### src/rtl/iir_biquad_cascade.sv
// iir_biquad_cascade
//   Time-multiplexed cascade of N_SECTIONS Direct Form I biquads sharing a
//   single multiply-accumulator. One tap is processed per cycle (b0,b1,b2,a1,a2)
//   followed by one write-back cycle per section, so a sample takes
//   6*N_SECTIONS cycles from accept to o_valid.
//
//   Section: y = b0*x + b1*x1 + b2*x2 - a1*y1 - a2*y2
//   Coefficient address = 5*sec + k, k: 0 b0, 1 b1, 2 b2, 3 a1, 4 a2.
//
//   Optional build macro IIR_SAT_EN: saturate the rounded section result to
//   NB_DATA bits; when undefined the result wraps (low NB_DATA bits kept).
//
// Ports
//   i_clk, i_rst       clock, synchronous active-high reset
//   i_valid, i_data    input sample, accepted when i_valid & o_ready
//   o_ready            high while idle (low during reset)
//   i_coeff_we/addr/data  coefficient write port, honoured only when idle
//   o_valid, o_data    one-cycle output strobe, o_data held between strobes
module iir_biquad_cascade #(
  parameter int NB_DATA    = 16,
  parameter int NB_COEFF   = 16,
  parameter int NB_FRAC    = 14,
  parameter int N_SECTIONS = 4
) (
  input  logic                                  i_clk,
  input  logic                                  i_rst,
  input  logic                                  i_valid,
  input  logic signed [NB_DATA-1:0]             i_data,
  output logic                                  o_ready,
  input  logic                                  i_coeff_we,
  input  logic [$clog2(5*N_SECTIONS)-1:0]       i_coeff_addr,
  input  logic signed [NB_COEFF-1:0]            i_coeff_data,
  output logic                                  o_valid,
  output logic signed [NB_DATA-1:0]             o_data
);

  localparam int N_COEF = 5 * N_SECTIONS;
  localparam int ADDR_W = $clog2(N_COEF);
  localparam int SEC_W  = (N_SECTIONS > 1) ? $clog2(N_SECTIONS) : 1;
  localparam int PROD_W = NB_DATA + NB_COEFF;
  // Five full-scale products need at most 3 guard bits.
  localparam int ACC_W  = NB_DATA + NB_COEFF + 3;

  localparam logic signed [NB_COEFF-1:0] UNITY    = NB_COEFF'(1) << NB_FRAC;
  localparam logic signed [ACC_W-1:0]    RND_HALF = ACC_W'(1) << (NB_FRAC - 1);
  localparam logic signed [ACC_W-1:0]    SAT_MAX  = ACC_W'(2 ** (NB_DATA - 1) - 1);
  localparam logic signed [ACC_W-1:0]    SAT_MIN  = ACC_W'(-(2 ** (NB_DATA - 1)));

  typedef enum logic [1:0] {S_IDLE, S_MAC, S_WB} state_t;

  state_t                     state_q, state_d;
  logic [SEC_W-1:0]           sec_q;
  logic [2:0]                 tap_q;
  logic signed [ACC_W-1:0]    acc_q;
  logic signed [NB_DATA-1:0]  x_in_q;
  logic signed [NB_COEFF-1:0] coeff_q [N_COEF];
  logic signed [NB_DATA-1:0]  x1_q [N_SECTIONS];
  logic signed [NB_DATA-1:0]  x2_q [N_SECTIONS];
  logic signed [NB_DATA-1:0]  y1_q [N_SECTIONS];
  logic signed [NB_DATA-1:0]  y2_q [N_SECTIONS];

  logic                       accept;
  logic                       last_sec;
  logic [2:0]                 tap_idx;
  logic [ADDR_W-1:0]          coef_idx;
  logic signed [NB_DATA-1:0]  opnd;
  logic signed [NB_COEFF-1:0] coef;
  logic signed [PROD_W-1:0]   prod;
  logic signed [NB_DATA-1:0]  r;

  function automatic logic signed [ACC_W-1:0] round_frac(input logic signed [ACC_W-1:0] a);
    logic signed [ACC_W-1:0] t;
    t = a + RND_HALF;
    return t >>> NB_FRAC;
  endfunction

  function automatic logic signed [NB_DATA-1:0] reduce_data(input logic signed [ACC_W-1:0] v);
`ifdef IIR_SAT_EN
    if (v > SAT_MAX)      return SAT_MAX[NB_DATA-1:0];
    else if (v < SAT_MIN) return SAT_MIN[NB_DATA-1:0];
    else                  return v[NB_DATA-1:0];
`else
    return v[NB_DATA-1:0];
`endif
  endfunction

  assign o_ready  = (state_q == S_IDLE) && !i_rst;
  assign accept   = i_valid && o_ready;
  assign last_sec = (sec_q == SEC_W'(N_SECTIONS - 1));

  always_comb begin
    state_d = state_q;
    case (state_q)
      S_IDLE:  if (accept) state_d = S_MAC;
      S_MAC:   if (tap_q == 3'd4) state_d = S_WB;
      S_WB:    state_d = last_sec ? S_IDLE : S_MAC;
      default: state_d = S_IDLE;
    endcase
  end

  // MAC operand/coefficient select; tap index clamped so WB never reads past the RAM.
  always_comb begin
    tap_idx  = (tap_q > 3'd4) ? 3'd4 : tap_q;
    coef_idx = ADDR_W'(sec_q) * ADDR_W'(5) + ADDR_W'(tap_idx);
    coef     = coeff_q[coef_idx];
    case (tap_idx)
      3'd1:    opnd = x1_q[sec_q];
      3'd2:    opnd = x2_q[sec_q];
      3'd3:    opnd = y1_q[sec_q];
      3'd4:    opnd = y2_q[sec_q];
      default: opnd = x_in_q;
    endcase
    prod = PROD_W'(opnd) * PROD_W'(coef);
    r    = reduce_data(round_frac(acc_q));
  end

  always_ff @(posedge i_clk) begin
    if (i_rst) begin
      state_q <= S_IDLE;
      sec_q   <= '0;
      tap_q   <= '0;
      acc_q   <= '0;
      x_in_q  <= '0;
      o_valid <= 1'b0;
      o_data  <= '0;
      for (int s = 0; s < N_SECTIONS; s++) begin
        x1_q[s] <= '0;
        x2_q[s] <= '0;
        y1_q[s] <= '0;
        y2_q[s] <= '0;
      end
      for (int i = 0; i < N_COEF; i++) begin
        coeff_q[i] <= (i % 5 == 0) ? UNITY : '0;
      end
    end else begin
      state_q <= state_d;
      o_valid <= 1'b0;
      if (i_coeff_we && (state_q == S_IDLE) && (i_coeff_addr < ADDR_W'(N_COEF))) begin
        coeff_q[i_coeff_addr] <= i_coeff_data;
      end
      case (state_q)
        S_IDLE: begin
          if (accept) begin
            x_in_q <= i_data;
            sec_q  <= '0;
            tap_q  <= '0;
            acc_q  <= '0;
          end
        end
        // Accumulate one tap; feedback taps (a1, a2) are subtracted.
        S_MAC: begin
          if (tap_q >= 3'd3) acc_q <= acc_q - ACC_W'(prod);
          else               acc_q <= acc_q + ACC_W'(prod);
          tap_q <= tap_q + 3'd1;
        end
        // Write back section state; result feeds the next section or the output.
        S_WB: begin
          x2_q[sec_q] <= x1_q[sec_q];
          x1_q[sec_q] <= x_in_q;
          y2_q[sec_q] <= y1_q[sec_q];
          y1_q[sec_q] <= r;
          x_in_q      <= r;
          if (last_sec) begin
            o_data  <= r;
            o_valid <= 1'b1;
          end else begin
            sec_q <= sec_q + SEC_W'(1);
            tap_q <= '0;
            acc_q <= '0;
          end
        end
        default: ;
      endcase
    end
  end

endmodule

### config.mk
export PLATFORM = sky130hd
export DESIGN_NAME = iir_biquad_cascade
export DESIGN_NICKNAME = d
export VERILOG_FILES = /design/src/rtl/iir_biquad_cascade.sv
export SDC_FILE = /design/constraint.sdc
export NUM_CORES = 2
export LEC_CHECK = 0
export ABC_CLOCK_PERIOD_IN_PS = 19300
export CORE_MARGIN = 2
export CORE_UTILIZATION = 45
export CTS_CLUSTER_SIZE = 8
export DETAILED_ROUTE_END_ITERATION = 6
export PLACE_DENSITY_LB_ADDON = 0.1
export SETUP_SLACK_MARGIN = 0.15
export SLEW_MARGIN = 5
export SYNTH_ARGS = -nofsm -noshare
export SYNTH_HDL_FRONTEND = slang
export SYNTH_SLANG_ARGS = --single-unit
### constraint.sdc
create_clock -name i_clk -period 19.3 [get_ports i_clk]
set_clock_uncertainty 0.2 [all_clocks]
set_input_delay 3.86 -clock i_clk [delete_from_list [all_inputs] [get_ports i_clk]]
set_output_delay 3.86 -clock i_clk [all_outputs]
set_load 0.02 [all_outputs]
==> flow_summary.json <==
{
  "hold_buffers": 0,
  "yosysTopAreaCellShare": 0.4690,
  "syn_to_final_growth_pct": 12.73,
  "yosysTopAreaCell": "edfxtp_1",
  "num_vias": 30792,
  "cts_root_buffer": "clkbuf_16",
  "cpPeakStageDelay_ns": 1.03,
  "start_util": 0.4530,
  "via_per_inst": 5.506,
  "period_minus_slack_ns": 13.97,
  "hp-class": "reg2reg",
  "overflow": 0,
  "slew_headroom": 0.1757,
  "setup-violations-final": 0,
  "place_area_um2": 52100,
  "gp_congestion": 0.8897,
  "drive_gt1_frac": 0.1377,
  "synth-simple-area-share": 0.1476,
  "cap_viol_max_count": 0,
  "yosys_warnings": 0,
  "p_seq_frac": 0.341,
  "rsz0062_at_grt": "false",
  "peakVddDrop_mv": 0.1045,
  "slowest_stage": "fa_4",
  "synthAdderAreaFrac": 0.1321,
  "row_count": 121,
  "startpoint_type": "flip-flop",
  "synthXorXnorAreaFrac": 0.01888,
  "p_leak_nw": 21.52,
  "fin_nets": 4515,
  "synthCells": 3889,
  "post_cts_buffers": 0,
  "port_buffers": 58,
  "crit_type": "reg2reg",
  "drv_slew": 0,
  "crit_fanout": 43,
  "finalNonFillerCells": 5592,
  "drt_iter0_drc": 2511,
  "totalWireLength_mm": 133.5,
  "avgRoutedWirePerCell_um": 23.88,
  "synth_ff_type": "edfxtp_1",
  "hold_viol_final": 0,
  "crit_required_ns": 19.64,
  "drc": 0,
  "p_switching_mw": 2.176,
  "grt_antenna_before_repair": 1,
  "end_kind": "flip-flop",
  "sw_frac_of_total": 0.3460,
  "first_pass_iters": 6,
  "grt_max_degree": 65,
  "cts_buffers": 115,
  "seqCellArea_um2": 24510,
  "ys_types": 95,
  "cts.sinks": 840,
  "multi_input_area_um2": 23340,
  "arrival_ns": 14.30,
  "yosysSeqAreaShare": 0.4983,
  "die_w_um": 334.6,
  "p_per_area_nw_per_um2": 113.4,
  "setup_tns_ns": 0,
  "hpwl_mm": 86.13,
  "synth_top_family_by_area": "simple AND/OR/NAND/NOR gates",
  "dieHeight_um": 334.6,
  "ys_ff_latch": 840,
  "max-clock-path-buffers": 3,
  "grt_util_all_layers": 0.2424,
  "p_int_mw": 4.112,
  "worst_pin_slew_ns": 1.236,
  "synth_edf_count": 768,
  "clock_power_share": 0.301,
  "cts_htree_levels": 3,
  "power_mw": 6.288,
  "synthTopCellsByArea": "edfxtp_1, fa_1, mux4_2, and2_1, ha_1",
  "cpMostUsedCell": "fa_1",
  "utilization": 0.5106,
  "cts_tree": "done",
  "syn_avg_cell_area_um2": 12.64,
  "pin_count": 59,
  "fin_ws_ns": 5.334,
  "synthArstFlopShare": 0,
  "core_um2": 108600,
  "synth_compound_area_frac": 0.06193,
  "dp.cells": 5402,
  "place_ws_ns": 5.388,
  "grt_pass1_vias": 31724,
  "fmax_mhz": 71.60,
  "grt_pass1_wl_mm": 202.0,
  "min_period_over_period": 0.7236,
  "post_cts_resized": 0,
  "syn_area_um2": 49170,
  "combPwrFrac": 0.358,
  "fillCellCount": 9462,
  "fp.dieArea_um2": 111900,
  "path_clk_slew_ns": 0.05,
  "muxShareOfSynthArea": 0.09412,
  "holdWs_ns": 0.2647,
  "ant_nets": 0,
  "final_area_um2": 55430,
  "clk_latency_ns": 0.69,
  "outcome": "finished, final reports clean"
}
## state kept, by name (all words and copies together) (netlist names), named ones only
signal / cells
o_valid: 1
state_q: 2
x_in_q: 16
sec_q: 2
y1_q: 64
x2_q: 64
x1_q: 64
o_data: 16
acc_q: 30
y2_q: 64
coeff_q: 512
tap_q: 3
## power groups by stage
stage	Clock [mW]	Combinational [mW]	Sequential, mW
floorplan	0	1.71	2.15
global placement	0	2.26	2.18
detailed placement	0	2.26	2.18
CTS	1.92	2.28	2.15
global route	2.00	2.53	2.15
finish	1.89	2.25	2.15
## critical path, delay by kind of cell, from the launching register on
| family | cells | cell delay (ns) |
|---|---|---|
| compound gates | 12 | 2.54 |
| xor+xnor | 2 | 0.49 |
| fa+ha+maj | 11 | 5.04 |
| buf+inv | 5 | 1.31 |
| flops | 1 | 0.45 |
| simple gates | 13 | 3.69 |
## final cells by class
cell class	count	share of cell area
flip-flops and latches	840	0.4422
multi-input cells	2668	0.4210
clock buffers	180	0.05668
well taps	1414	0.03192
inverters	337	0.02282
repair buffers	143	0.02194
clock inverters	9	0.003318
diodes	1	0.00004514
## logic make-up after synthesis
kind of cell               after synthesis
AOI/OAI and AO/OA                      431
xor gates and xnor gates               106
adders and majority gates              369
buffers and inverters                  572
DFF                                    840
muxes                                  224
other                                    1
and+or+nand+nor                       1346
## path summary, 6_finish.rpt
path                           from  slack, ns                      to  cells past startpoint
max           tap_q[1]$_SDFFE_PP0P_       5.33  acc_q[29]$_SDFFE_PP0P_                     43
min          acc_q[12]$_SDFFE_PP0P_       0.26  acc_q[12]$_SDFFE_PP0P_                      2
min reg2reg  acc_q[12]$_SDFFE_PP0P_       0.26  acc_q[12]$_SDFFE_PP0P_                      2
max reg2reg   tap_q[1]$_SDFFE_PP0P_       5.33  acc_q[29]$_SDFFE_PP0P_                     43
## placed cells by master, fill, tap and decap left out, drive strengths merged, types with 41 or more instances in the layout
cell,instances
mux4,190
conb,192
clkdlybuf4s50,57
dfxtp,72
xnor2,65
or2,94
nor2,298
o21ai,72
nand2b,77
edfxtp,768
buf,86
nand2,160
clkbuf,180
a21oi,87
inv,337
ha,119
and2,519
fa,250
nand3,57
xor2,41
## metal layers
metal / up-vias / routed length (um) / global-route usage
met1: 15778 / 56700 / 0.3228
met2: 861 / 66140 / 0.4118
met4: 0 / 3841 / 0.06901
met3: 204 / 6851 / 0.03770
met5: - / 0 / 0
li1: 13949 / - / -
## synthesized netlist by cell type, types with 6 or more instances
cell type and instances:
buf_1 10, o2111a_1 6, nor3_1 38, ha_1 119, nand3_1 56, a211oi_1 29
xor2_1 41, xnor2_1 65, fa_1 250, a221oi_1 13, mux2i_1 27, a311oi_1 6
a211o_1 10, clkbuf_1 163, and2_1 517, inv_1 334, edfxtp_1 768, nand4_1 14
a22o_1 26, and3_1 21, o2111ai_1 7, mux2_2 7, o211ai_1 13, nand2b_1 77
a21oi_1 86, o21a_1 10, or2_2 93, nand2_1 159, o22ai_1 11, o21ai_0 70
mux4_2 190, nor4_1 11, buf_6 9, nor2b_1 17, a22oi_1 21, or3_1 15
o221ai_1 6, a21boi_0 6, dfxtp_1 72, nor2_1 297, buf_4 11, buf_2 39
a31oi_1 19, a21o_1 26
Power figures use the tool's default switching activity.
